File: config.mk
export PLATFORM = sky130hd
export DESIGN_NAME = traffic_demand_detect
export DESIGN_NICKNAME = d
export VERILOG_FILES = /design/src/rtl/traffic_demand_detect.sv
export SDC_FILE = /design/constraint.sdc
export NUM_CORES = 1
export LEC_CHECK = 0
export BUFFER_PORTS_ARGS = -buffer_cell sky130_fd_sc_hd__buf_4
export CAP_MARGIN = 20
export CELL_PAD_IN_SITES_DETAIL_PLACEMENT = 1
export CELL_PAD_IN_SITES_GLOBAL_PLACEMENT = 1
export CORE_UTILIZATION = 35
export DETAILED_ROUTE_END_ITERATION = 7
export GPL_TIMING_DRIVEN = 0
export PLACE_DENSITY_LB_ADDON = 0.1
export SETUP_SLACK_MARGIN = 0.05
export SYNTH_ARGS = -nofsm -noshare
export SYNTH_HDL_FRONTEND = slang
export SYNTH_SLANG_ARGS = --single-unit
File: constraint.sdc
create_clock -name clk -period 4.5 [get_ports clk]
set_clock_uncertainty 0.2 [all_clocks]
set_input_delay 0.9 -clock clk [delete_from_list [all_inputs] [get_ports clk]]
set_output_delay 0.9 -clock clk [all_outputs]
set_load 0.02 [all_outputs]
File: src/rtl/traffic_demand_detect.sv
// -----------------------------------------------------------------------------
// traffic_demand_detect
//
// Front end of the traffic light controller. The raw vehicle-loop sensors of
// the main and first streets are turned into clean per-street queue counts. The
// controller's green outputs come back in and retire queued vehicles at a
// fixed service rate.
//
// Each street has the same pipeline, and the two streets are fully independent:
//   sensor -> 2-flop synchronizer -> debounce filter -> rising-edge arrival
//   green  -> serve timer -> departure pulse
//   arrival/departure -> saturating queue counter + sticky overflow flag
//
// Ports (top):
//   clk          system clock, all state on the rising edge
//   rst          asynchronous active-low reset (0 = reset)
//   sense_main   raw loop sensor, main street (asynchronous to clk)
//   sense_first  raw loop sensor, first street (asynchronous to clk)
//   green_main   green light of the main street, from the controller
//   green_first  green light of the first street, from the controller
//   clr_ovf      synchronous clear of both overflow flags
//   waiting_main / waiting_first  queue non-zero
//   queue_main / queue_first      vehicle counts (CNT_W bits)
//   ovf_main / ovf_first          sticky: arrival lost at a full queue
// -----------------------------------------------------------------------------

// -----------------------------------------------------------------------------
// traffic_demand_street
//
// One street's demand pipeline.
//   i_sense    raw asynchronous loop sensor
//   i_green    green light of this street
//   i_clr_ovf  synchronous overflow clear
//   o_waiting  queue non-zero (decoded straight from the queue register)
//   o_queue    queued vehicle count
//   o_ovf      sticky overflow flag
// -----------------------------------------------------------------------------
module traffic_demand_street #(
  parameter int DEB_CYCLES   = 3,
  parameter int CNT_W        = 4,
  parameter int SERVE_CYCLES = 4
) (
  input  logic             clk,
  input  logic             rst,
  input  logic             i_sense,
  input  logic             i_green,
  input  logic             i_clr_ovf,
  output logic             o_waiting,
  output logic [CNT_W-1:0] o_queue,
  output logic             o_ovf
);

  // Counter widths, kept at least one bit wide so DEB_CYCLES/SERVE_CYCLES of 1
  // still elaborate cleanly.
  localparam int DEB_W = (DEB_CYCLES > 1) ? $clog2(DEB_CYCLES) : 1;
  localparam int SRV_W = (SERVE_CYCLES > 1) ? $clog2(SERVE_CYCLES) : 1;

  localparam logic [DEB_W-1:0] DEB_LAST = DEB_W'(DEB_CYCLES - 1);
  localparam logic [SRV_W-1:0] SRV_LAST = SRV_W'(SERVE_CYCLES - 1);
  localparam logic [CNT_W-1:0] Q_MAX    = {CNT_W{1'b1}};
  localparam logic [CNT_W-1:0] Q_ZERO   = {CNT_W{1'b0}};

  logic             r_sync1;
  logic             r_sync2;
  logic             r_filt;
  logic             r_filt_d;
  logic [DEB_W-1:0] r_deb_cnt;
  logic [SRV_W-1:0] r_serve_tmr;
  logic             r_dep;
  logic [CNT_W-1:0] r_queue;
  logic             r_ovf;

  logic             w_arrival;
  logic             w_dep_ok;
  logic [CNT_W-1:0] w_queue_nxt;
  logic             w_ovf_set;

  // Two-flop synchronizer for the asynchronous loop sensor.
  always_ff @(posedge clk or negedge rst) begin
    if (!rst) begin
      r_sync1 <= 1'b0;
      r_sync2 <= 1'b0;
    end else begin
      r_sync1 <= i_sense;
      r_sync2 <= r_sync1;
    end
  end

  // Debounce filter: the filtered level follows the synchronized level only
  // after it has disagreed for DEB_CYCLES consecutive cycles.
  always_ff @(posedge clk or negedge rst) begin
    if (!rst) begin
      r_filt    <= 1'b0;
      r_filt_d  <= 1'b0;
      r_deb_cnt <= {DEB_W{1'b0}};
    end else begin
      r_filt_d <= r_filt;
      if (r_sync2 != r_filt) begin
        if (r_deb_cnt == DEB_LAST) begin
          r_filt    <= r_sync2;
          r_deb_cnt <= {DEB_W{1'b0}};
        end else begin
          r_deb_cnt <= r_deb_cnt + DEB_W'(1);
        end
      end else begin
        // Any agreement restarts the count, so a short glitch never accumulates.
        r_deb_cnt <= {DEB_W{1'b0}};
      end
    end
  end

  // A car sitting on the loop produces exactly one arrival, on the rising edge.
  assign w_arrival = r_filt & ~r_filt_d;

  // Serve timer: one departure every SERVE_CYCLES of continuous green. Dropping
  // green throws away any partial service time.
  always_ff @(posedge clk or negedge rst) begin
    if (!rst) begin
      r_serve_tmr <= {SRV_W{1'b0}};
      r_dep       <= 1'b0;
    end else if (i_green) begin
      if (r_serve_tmr == SRV_LAST) begin
        r_serve_tmr <= {SRV_W{1'b0}};
        r_dep       <= (r_queue != Q_ZERO);
      end else begin
        r_serve_tmr <= r_serve_tmr + SRV_W'(1);
        r_dep       <= 1'b0;
      end
    end else begin
      r_serve_tmr <= {SRV_W{1'b0}};
      r_dep       <= 1'b0;
    end
  end

  // Next queue value. Simultaneous arrival and departure cancel. The departure
  // is re-qualified against the current count so that back-to-back departures
  // with a one-cycle service time can never wrap the counter below zero.
  always_comb begin
    w_dep_ok    = r_dep & (r_queue != Q_ZERO);
    w_queue_nxt = r_queue;
    w_ovf_set   = 1'b0;
    case ({w_arrival, w_dep_ok})
      2'b10: begin
        if (r_queue == Q_MAX) begin
          w_queue_nxt = r_queue;
          w_ovf_set   = 1'b1;
        end else begin
          w_queue_nxt = r_queue + CNT_W'(1);
          w_ovf_set   = 1'b0;
        end
      end
      2'b01: begin
        w_queue_nxt = r_queue - CNT_W'(1);
      end
      default: begin
        w_queue_nxt = r_queue;
      end
    endcase
  end

  // Queue register and sticky overflow flag. When a lost arrival and a clear
  // happen in the same cycle, the lost arrival wins.
  always_ff @(posedge clk or negedge rst) begin
    if (!rst) begin
      r_queue <= Q_ZERO;
      r_ovf   <= 1'b0;
    end else begin
      r_queue <= w_queue_nxt;
      if (w_ovf_set) begin
        r_ovf <= 1'b1;
      end else if (i_clr_ovf) begin
        r_ovf <= 1'b0;
      end else begin
        r_ovf <= r_ovf;
      end
    end
  end

  assign o_queue   = r_queue;
  assign o_waiting = (r_queue != Q_ZERO);
  assign o_ovf     = r_ovf;

endmodule

`ifdef FORMAL
// -----------------------------------------------------------------------------
// traffic_demand_detect_chk
//
// Queue invariants for one street, ignored while reset is asserted.
//   queue    queue count of the street
//   waiting  waiting flag of the street
// -----------------------------------------------------------------------------
module traffic_demand_detect_chk #(
  parameter int CNT_W = 4
) (
  input logic             clk,
  input logic             rst,
  input logic [CNT_W-1:0] queue,
  input logic             waiting
);

  localparam logic [CNT_W-1:0] Q_MAX = {CNT_W{1'b1}};

  a_queue_range : assert property (@(posedge clk) disable iff (!rst)
    queue <= Q_MAX);

  a_queue_step : assert property (@(posedge clk) disable iff (!rst)
    $past(rst) |-> ((queue == $past(queue)) ||
                    (queue == $past(queue) + CNT_W'(1)) ||
                    (queue == $past(queue) - CNT_W'(1))));

  a_waiting : assert property (@(posedge clk) disable iff (!rst)
    waiting == (queue != {CNT_W{1'b0}}));

endmodule
`endif

// -----------------------------------------------------------------------------
// traffic_demand_detect (top): two independent street pipelines.
// -----------------------------------------------------------------------------
module traffic_demand_detect #(
  parameter int DEB_CYCLES   = 3,
  parameter int CNT_W        = 4,
  parameter int SERVE_CYCLES = 4
) (
  input  logic             clk,
  input  logic             rst,
  input  logic             sense_main,
  input  logic             sense_first,
  input  logic             green_main,
  input  logic             green_first,
  input  logic             clr_ovf,
  output logic             waiting_main,
  output logic             waiting_first,
  output logic [CNT_W-1:0] queue_main,
  output logic [CNT_W-1:0] queue_first,
  output logic             ovf_main,
  output logic             ovf_first
);

  traffic_demand_street #(
    .DEB_CYCLES   (DEB_CYCLES),
    .CNT_W        (CNT_W),
    .SERVE_CYCLES (SERVE_CYCLES)
  ) u_main (
    .clk       (clk),
    .rst       (rst),
    .i_sense   (sense_main),
    .i_green   (green_main),
    .i_clr_ovf (clr_ovf),
    .o_waiting (waiting_main),
    .o_queue   (queue_main),
    .o_ovf     (ovf_main)
  );

  traffic_demand_street #(
    .DEB_CYCLES   (DEB_CYCLES),
    .CNT_W        (CNT_W),
    .SERVE_CYCLES (SERVE_CYCLES)
  ) u_first (
    .clk       (clk),
    .rst       (rst),
    .i_sense   (sense_first),
    .i_green   (green_first),
    .i_clr_ovf (clr_ovf),
    .o_waiting (waiting_first),
    .o_queue   (queue_first),
    .o_ovf     (ovf_first)
  );

`ifdef FORMAL
  traffic_demand_detect_chk #(.CNT_W(CNT_W)) u_chk_main (
    .clk     (clk),
    .rst     (rst),
    .queue   (queue_main),
    .waiting (waiting_main)
  );

  traffic_demand_detect_chk #(.CNT_W(CNT_W)) u_chk_first (
    .clk     (clk),
    .rst     (rst),
    .queue   (queue_first),
    .waiting (waiting_first)
  );
`endif

endmodule

==> results of run 1 <==
[layout by cell type, fill, tap and decap left out, types with 4 or more instances in the layout]
cell type / n
a21oi_1: 4
buf_2: 6
dfrtp_1: 28
ha_1: 4
nor3_1: 4
nand4_1: 7
nor3b_1: 5
buf_4: 18
clkbuf_1: 4
nor2b_1: 4
inv_1: 4
xnor2_1: 4
nand2_1: 4
o21ai_0: 5
[worst max-delay path, cell delays in order (launching register included)]
cell	delay, ps
dfrtp_1	410
buf_2	200
nor4_1	550
inv_1	130
buf_4	180
[cells in the mapped netlist, types with 2 or more instances]
| library cell | n |
|---|---|
| ha_1 | 4 |
| nand4_1 | 7 |
| a21o_1 | 2 |
| and3_1 | 2 |
| nand2b_1 | 3 |
| inv_1 | 4 |
| clkbuf_1 | 4 |
| and2_1 | 2 |
| xnor2_1 | 4 |
| nand2_1 | 4 |
| o31ai_1 | 3 |
| o311ai_0 | 2 |
| o21ai_0 | 5 |
| o211ai_1 | 2 |
| nor3_1 | 4 |
| a21oi_1 | 4 |
| nor2_1 | 3 |
| mux2_2 | 2 |
| dfrtp_1 | 28 |
| buf_6 | 2 |
| nor2b_1 | 4 |
| a32o_1 | 2 |
| o41ai_1 | 2 |
| buf_2 | 6 |
| nor3b_1 | 5 |
[sequential cells by signal, summed over array words and instances (netlist names)]
name                 count
u_first.o_queue          4
u_main.o_queue           4
u_first.r_deb_cnt        2
u_first.r_serve_tmr      2
u_main.r_deb_cnt         2
u_main.r_serve_tmr       2
u_first.o_ovf            1
u_first.r_dep            1
u_first.r_filt           1
u_first.r_filt_d         1
u_first.r_sync1          1
u_first.r_sync2          1
u_main.o_ovf             1
u_main.r_dep             1
u_main.r_filt            1
u_main.r_filt_d          1
u_main.r_sync1           1
u_main.r_sync2           1
[kinds of logic (layout without fill, tap and decap cells)]
| logic type | Yosys count | after routing | synth area share [%] |
|---|---|---|---|
| AO/OA/AOI/OAI | 34 | 34 | 18.1 |
| buffers and inverters | 16 | 37 | 5.88 |
| flip-flops | 28 | 28 | 49.9 |
| multiplexers | 2 | 2 | 1.60 |
| AND/OR/NAND/NOR | 42 | 42 | 18.4 |
| adder cells (fa/ha/maj) | 4 | 4 | 3.57 |
| XOR/XNOR | 4 | 4 | 2.50 |
[worst paths after layout]
check                                    from            endpoint  slack, ps  cells after the start
max                        u_first.o_queue[0]       waiting_first       1660                      4
min                            u_main.r_sync1      u_main.r_sync2        160                      0
max reg2reg                u_first.o_queue[0]  u_first.o_queue[2]       2090                      7
min reg2reg                    u_main.r_sync1      u_main.r_sync2        160                      0
max in group asynchronous                 rst   u_main.o_queue[2]       3500                      1
min in group asynchronous                 rst   u_main.o_queue[0]        330                      1
[metrics by stage]
step	power (W)	std cells	util, %
floorplan	0.000695	130	-
global placement	0.000819	196	42.7
detailed placement	0.000844	196	42.7
CTS	0.000984	199	43.8
global route	0.00105	199	43.8
finish	0.000971	199	43.8
[power by group through the flow]
stage                     registers [W]  clock network (W)  logic (W)
final                          0.000378           0.000136   0.000457
after global routing           0.000392           0.000152   0.000510
after CTS                      0.000379           0.000145   0.000460
after detailed placement       0.000385                  0   0.000459
after global placement         0.000378                  0   0.000440
after floorplan                0.000407                  0   0.000288
[cell type report]
cell class | instances | area (um2) | share of cell area (%)
plain buffers | 12 | 67.6 | 4.12
well taps | 48 | 60.1 | 3.66
clock buffers | 3 | 41.3 | 2.52
inverters | 4 | 15.0 | 0.915
multi-input cells | 86 | 621 | 37.8
repair buffers | 18 | 135 | 8.24
flip-flops and latches | 28 | 701 | 42.7
[per-layer routing]
layer / wire length [um] / up-vias / part of all wire [%] / track usage [%]
li1: - / 528 / - / -
met1: 1480 / 535 / 50 / 21.0
met2: 1340 / 15 / 45 / 27.6
met3: 80 / 5 / 2.7 / 2.60
met4: 51 / 0 / 1.7 / 6.52
met5: 0 / - / 0 / 0
==> results.yml, run 1 <==
outcome:
  outcome: "finished clean"
placement:
  dpl_cell_area_um2: 1600
  place.gp.congestion: 0.784
  dp_slack_ps: 1910
  io_buffers: 18
  hpwl_um: 2130
route:
  num_vias: 1083
  vias_per_cell: 5.44
  wirelength_um: 2960
  drt-initial-drc-count: 52
  ant_nets: 0
  post_drt_wl_per_cell_um: 14.9
  drc: 0
  dr.pass1.iters: 4
synthesis:
  synth_edf_count: 0
  synthesis.nets: 141
  netlist_area_um2: 1400
  synth_cells: 130
  ys_types: 45
  synth_top_cell_by_area: "dfrtp_1"
  async_reset_ff_share_pct: 100
  synth_top_area_share_pct: 49.9
  yosys_warnings: 0
  synthTopCellsByArea: "dfrtp_1 50%, ha_1 3.6%, nand4_1 3.1%, nor3b_1 2.7%, xnor2_1 2.5%"
  postSynthAreaPerCell_um2: 10.8
  ys_seq_elements: 28
  synth-main-ff-cell: "dfrtp_1"
  seq_area_frac_synth_pct: 49.9
power:
  ir_worst_vdd_v: 0.000224
  p_int_w: 0.000581
  comb_power_share_pct: 47.1
  p_sw_w: 0.000390
  clockPowerShare_pct: 14.0
  pwr-share-seq_pct: 39.0
  sw_frac_of_total_pct: 40.1
  leakagePower_nw: 0.693
  p_per_area_nw_per_um2: 592
sta:
  worst_pin_slew_ps: 578
  slew_headroom_pct: 60.9
  fin_ws_ps: 1660
  fin_tns_setup_ps: 0
  setup_viol: 0
  fin_crit_sh_pct: 63.1
  slew_viol_final: 0
  holdWs_ps: 156
  hold_violations: 0
  timing.fmax_mhz: 352
  finalCriticalPeriod_ps: 2840
  grt_setup_unrepaired: "no"
floorplanning:
  coreArea_um2: 3740
  placementRows: 22
  fp.dieW_um: 65.3
  initial_utilization_pct: 37.5
  ios: 19
  die_y_um: 65.3
  die_area_um2: 4270
global_route:
  overflow: 0
  grtUsageTotal_pct: 16.4
  grt_antenna_before_repair: 0
  grt_pass1_vias: 1157
  grt_pass1_wl_um: 5340
  grt_start_max_net_pins: 29
cells_and_area:
  final_nets: 164
  n_fill_cell: 430
  drive_gt1_share_pct: 23.8
  design_area_um2: 1640
  areaGrowthSynthToFinish_pct: 16.8
  diodes: 0
setup_path:
  worst-path-max-fanout: 10
  path_class: "flip-flop to primary output"
  start_kind: "flip-flop"
  critPathArrivalTime_ps: 1740
  end_kind: "primary output"
  worstPathRequired_ps: 3400
clock_network:
  cts_hold_buf: 0
  root_buffer: "clkbuf_8"
  cts_setup_buffers: 0
  cts_resized: 0
  insertion_delay_ps: 270
  cts_tree: "done"
  clk_path_buf_depth: 2
  h-tree-depth: 1
  cts.sinks: 28
  clkTransAtPathRegs_ps: 90
  cts_buffers: 3
worst_hold_path:
  min_path_type: "flip-flop to flip-flop"
job:
  cap_viol_max_count: 0
Note: power is estimated with default switching activity, not from simulation.
==> run 2, diff against run 1 <==
- clock period: 4.5 -> 2.4 ns (I/O delays scaled with it)
==> results.yml, run 2 (synthesis gave the netlist of run 1 again) <==
floorplanning:
  die_y_um: 65.3
  placementRows: 22
  coreArea_um2: 3740
  initial_utilization_pct: 37.5
  fp.dieW_um: 65.3
  die_area_um2: 4270
  ios: 19
route:
  drt-initial-drc-count: 67
  num_vias: 1084
  post_drt_wl_per_cell_um: 14.9
  wirelength_um: 2990
  drc: 0
  dr.pass1.iters: 4
  vias_per_cell: 5.42
  ant_nets: 0
clock_network:
  h-tree-depth: 1
  clkTransAtPathRegs_ps: 90
  clk_path_buf_depth: 2
  cts_setup_buffers: 0
  cts.sinks: 28
  cts_buffers: 3
  root_buffer: "clkbuf_8"
  insertion_delay_ps: 270
  cts_tree: "done"
setup_path:
  end_kind: "primary output"
  critPathArrivalTime_ps: 1600
  worstPathRequired_ps: 1720
  crit_chain: "buf_6 -> or4_4 -> buf_4"
  cp_slowest_cell: "or4_4"
  start_kind: "flip-flop"
  crit_path_max_incr_delay_ps: 570
  worst-path-max-fanout: 9
  path_class: "flip-flop to primary output"
  reg2reg_depth: 7
sta:
  slew_headroom_pct: 68.7
  worst_pin_slew_ps: 463
  slew_viol_final: 0
  setup_viol: 0
  finalCriticalPeriod_ps: 2280
  hold_violations: 0
  fin_crit_sh_pct: 94.9
  fin_ws_ps: 122
  timing.fmax_mhz: 439
  grt_setup_unrepaired: "no"
worst_hold_path:
  whs_path_depth: 1
  min_path_type: "input pin to flip-flop"
global_route:
  grt_util_met3_pct: 2.60
  grt_start_max_net_pins: 29
  grt_pass1_wl_um: 5380
  grt_use_met2_pct: 27.8
  grt_pass1_vias: 1162
  met1_usage_pct: 21.1
  grtUsageTotal_pct: 16.5
  busiest_layer: "met2"
  overflow: 0
  grt_antenna_before_repair: 0
cells_and_area:
  final_common_cell: "dfrtp_1"
  final_nets: 165
  final_cell_mix: "28 x dfrtp_1, 18 x buf_4, 7 x nand4_1, 6 x buf_2"
  n_fill_cell: 428
  fin_util_pct: 44.7
  drive_gt1_share_pct: 25.0
  areaGrowthSynthToFinish_pct: 19.2
  diodes: 0
power:
  ir_worst_vdd_v: 0.000423
  leakagePower_nw: 0.701
  p_per_area_nw_per_um2: 1100
placement:
  io_buffers: 18
  dp_slack_ps: -44.3
  hpwl_um: 2130
  place.gp.congestion: 0.784
outcome:
  outcome: "finished clean"
job:
  cap_viol_max_count: 0
-- run 2: cell types whose count changed in the layout (fill, tap and decap cells not counted) --
| cell | previous run | this run |
|---|---|---|
| o41ai_1 | 2 | 1 |
| o41ai_2 | 0 | 1 |
| nor4_1 | 1 | 0 |
| nor4_4 | 0 | 1 |
| dlygate4sd3_1 | 0 | 1 |
-- run 2: final timing paths --
kind	start	slack [ps]	end
setup / recovery	u_main.o_queue[0]	120	waiting_main
max in group asynchronous	rst	1270	u_main.o_queue[2]
hold / removal	sense_main	100	u_main.r_sync1
setup reg to reg	u_first.o_queue[0]	170	u_first.o_queue[2]
hold reg to reg	u_main.r_sync1	160	u_main.r_sync2
min in group asynchronous	rst	460	u_first.o_queue[3]
-- run 2: area by class of cell --
cell class,count,area (um2),share of cell area (%)
multi-input cells,86,643,38.4
plain buffers,12,67.6,4.04
flip-flops and latches,28,701,41.9
repair buffers,19,145,8.68
clock buffers,3,41.3,2.47
inverters,4,15.0,0.898
well taps,48,60.1,3.59
-- run 2: metrics by stage --
| step | setup TNS, ps | hold slack [ps] | total power [W] | instances | area, um2 |
|---|---|---|---|---|---|
| 2_1_floorplan | 0 | -15.6 | 0.00130 | 130 | 1400 |
| 3_3_place_gp | -39.5 | 134 | 0.00154 | 196 | 1600 |
| 3_5_place_dp | -44.3 | 137 | 0.00158 | 196 | 1600 |
| 4_1_cts | 0 | 93.3 | 0.00185 | 200 | 1660 |
| 5_1_grt | 0 | 90.5 | 0.00200 | 200 | 1670 |
| 6_report | 0 | 104 | 0.00184 | 200 | 1670 |
-- run 2: report_power, final --
| group | total, W | internal [W] | switching (W) |
|---|---|---|---|
| Combinational | 0.000869 | 0.000377 | 0.000492 |
| Clock | 0.000254 | 0.000113 | 0.000141 |
| Sequential | 0.000715 | 0.000602 | 0.000113 |
| Total | 0.00184 | 0.00109 | 0.000745 |
-- run 2: worst max-delay path, delay by kind of cell (launching register included) --
kind,cells,cell delay (ps)
simple gates,1,570
flops,1,420
buf+inv,2,330
-- run 2: what timing repair did --
action	in CTS	in global routing
gates resized for setup	1	2
hold endpoints to repair	28	0
hold buffers	1	0
setup endpoints to repair	2	3
-- run 2: routing by layer --
layer | vias to the layer above | wire [um]
li1 | 529 | -
met1 | 533 | 1490
met2 | 17 | 1360
met3 | 5 | 82
met4 | 0 | 51
met5 | - | 0
==> run 3, diff against run 2 <==
- ABC_AREA: not set -> 1
- CAP_MARGIN: 20 -> 5
==> results.yml, run 3 <==
cells_and_area:
  areaGrowthSynthToFinish_pct: 18.9
  final_cell_mix: "36 x nand2_1, 28 x dfrtp_1, 26 x inv_1, 18 x buf_4"
  drive_gt1_share_pct: 23.1
  instances_no_fill: 221
  final_nets: 185
  diodes: 0
  fin_util_pct: 44.1
  final_common_cell: "nand2_1"
placement:
  place_inst: 216
  place.gp.congestion: 0.747
  hpwl_um: 2190
  io_buffers: 18
synthesis:
  synthesis.nets: 161
  async_reset_ff_share_pct: 100
  ys_types: 22
  yosysMostFrequentCell: "nand2_1"
  synthTopCellsByArea: "dfrtp_1 51%, nand2_1 9.8%, inv_1 7.1%, xor2_1 3.8%, ha_1 3.6%"
  postSynthAreaPerCell_um2: 9.20
  synth_cells: 150
  synth-main-ff-cell: "dfrtp_1"
  netlist_area_um2: 1380
  synth_edf_count: 0
  seq_area_frac_synth_pct: 50.8
  ys_seq_elements: 28
  yosys_warnings: 0
  synth_top_area_share_pct: 50.8
  synth_common_cells: "36 x nand2_1, 28 x dfrtp_1, 26 x inv_1"
  synth_top_cell_by_area: "dfrtp_1"
setup_path:
  critPathArrivalTime_ps: 1880
  end_kind: "flip-flop"
  worstPathRequired_ps: 2360
  start_kind: "flip-flop"
  worst-path-max-fanout: 7
  path_class: "flip-flop to flip-flop"
  regToRegSetupSlack_ps: 480
route:
  drt-initial-drc-count: 18
  num_vias: 1044
  dr.pass1.iters: 2
  vias_per_cell: 4.72
  ant_nets: 0
  wirelength_um: 2890
  post_drt_wl_per_cell_um: 13.1
  drc: 0
floorplanning:
  die_area_um2: 4200
  initial_utilization_pct: 37.1
  placementRows: 22
  ios: 19
  die_y_um: 64.8
  fp.dieW_um: 64.8
  coreArea_um2: 3720
sta:
  timing.fmax_mhz: 521
  setup_viol: 0
  slew_viol_final: 0
  grt_setup_unrepaired: "no"
  finalCriticalPeriod_ps: 1920
  fin_tns_setup_ps: 0
  worst_pin_slew_ps: 353
  fin_crit_sh_pct: 80.0
  slew_headroom_pct: 76.5
  hold_violations: 0
power:
  ir_worst_vdd_v: 0.000410
  fin_total_pwr_w: 0.00192
  leakagePower_nw: 0.881
  p_per_area_nw_per_um2: 1170
global_route:
  grtUsageTotal_pct: 16.7
  grt_pass1_vias: 1130
  grt_start_max_net_pins: 29
  grt_antenna_before_repair: 0
  overflow: 0
  grt_pass1_wl_um: 5240
clock_network:
  h-tree-depth: 1
  cts_hold_buf: 1
  root_buffer: "clkbuf_8"
  insertion_delay_ps: 270
  cts_setup_buffers: 0
  cts_resized: 0
  clk_path_buf_depth: 2
  cts_buffers: 3
  cts_tree: "done"
  clkTransAtPathRegs_ps: 90
  cts.sinks: 28
job:
  cap_viol_max_count: 0
worst_hold_path:
  min_path_type: "input pin to flip-flop"
outcome:
  outcome: "finished clean"
[run 3: cell count changes after synthesis, moves of 5 or more]
cell / previous run / this run
nor2_2: 0 / 5
xor2_1: 0 / 6
nor3b_1: 5 / 0
buf_2: 6 / 0
inv_1: 4 / 26
nand3_1: 1 / 6
nand2_1: 4 / 36
[run 3: cell type report]
type	count	area (um2)
well taps	48	60.1
inverters	28	105
multi-input cells	94	574
fillers	433	2080
repair buffers	19	145
flip-flops and latches	28	701
clock buffers	4	55.1
[run 3: layer usage]
| metal | part of all wire [%] | wire length (um) | track usage, % |
|---|---|---|---|
| met2 | 51 | 1470 | 28.0 |
| met5 | 0 | 0 | 0 |
| met4 | 2.2 | 63 | 9.17 |
| met1 | 45 | 1310 | 21.0 |
| met3 | 1.6 | 47 | 1.58 |
[run 3: cells by family after synthesis]
| kind of cell | share of synthesized area (%) |
|---|---|
| and+or+nand+nor | 27.7 |
| buffers and inverters | 7.62 |
| DFF | 50.8 |
| AOI/OAI and AO/OA | 3.72 |
| xor gates and xnor gates | 5.08 |
| adders and majority gates | 3.63 |
| muxes | 1.45 |
[run 3: worst max-delay path, cell delays in order (launching register included)]
cell and delay, ps:
dfrtp_1 470, nor2_2 190, nand2_4 100, nand3_4 100
nand2_1 80, nand2_1 80, inv_2 40, ha_1 170
inv_1 60, nand2_1 60, xor2_1 180, o21ai_1 80
[run 3: worst paths after layout]
| path | end | startpoint | cells past startpoint |
|---|---|---|---|
| max reg2reg | u_first.o_queue[2] | u_first.o_queue[0] | 11 |
| max in group asynchronous | u_first.r_dep | rst | 2 |
| max | u_first.o_queue[2] | u_first.o_queue[0] | 11 |
| min in group asynchronous | u_main.r_serve_tmr[1] | rst | 2 |
| min | u_main.r_sync1 | sense_main | 1 |
| min reg2reg | u_first.r_sync2 | u_first.r_sync1 | 0 |
[run 3: power breakdown]
group | switching (W) | internal [W] | total [W]
registers | 0.000175 | 0.000609 | 0.000784
clock network | 0.000142 | 0.000147 | 0.000289
logic | 0.000524 | 0.000329 | 0.000852
total | 0.000840 | 0.00108 | 0.00192
[run 3: metrics by stage]
step	instance area (um2)	worst slack (ps)	hold WS [ps]
finish	1640	479	106
global route	1640	274	85.9
CTS	1640	468	95.9
detailed placement	1580	500	137
global placement	1580	535	139
floorplan	1380	563	-15.6
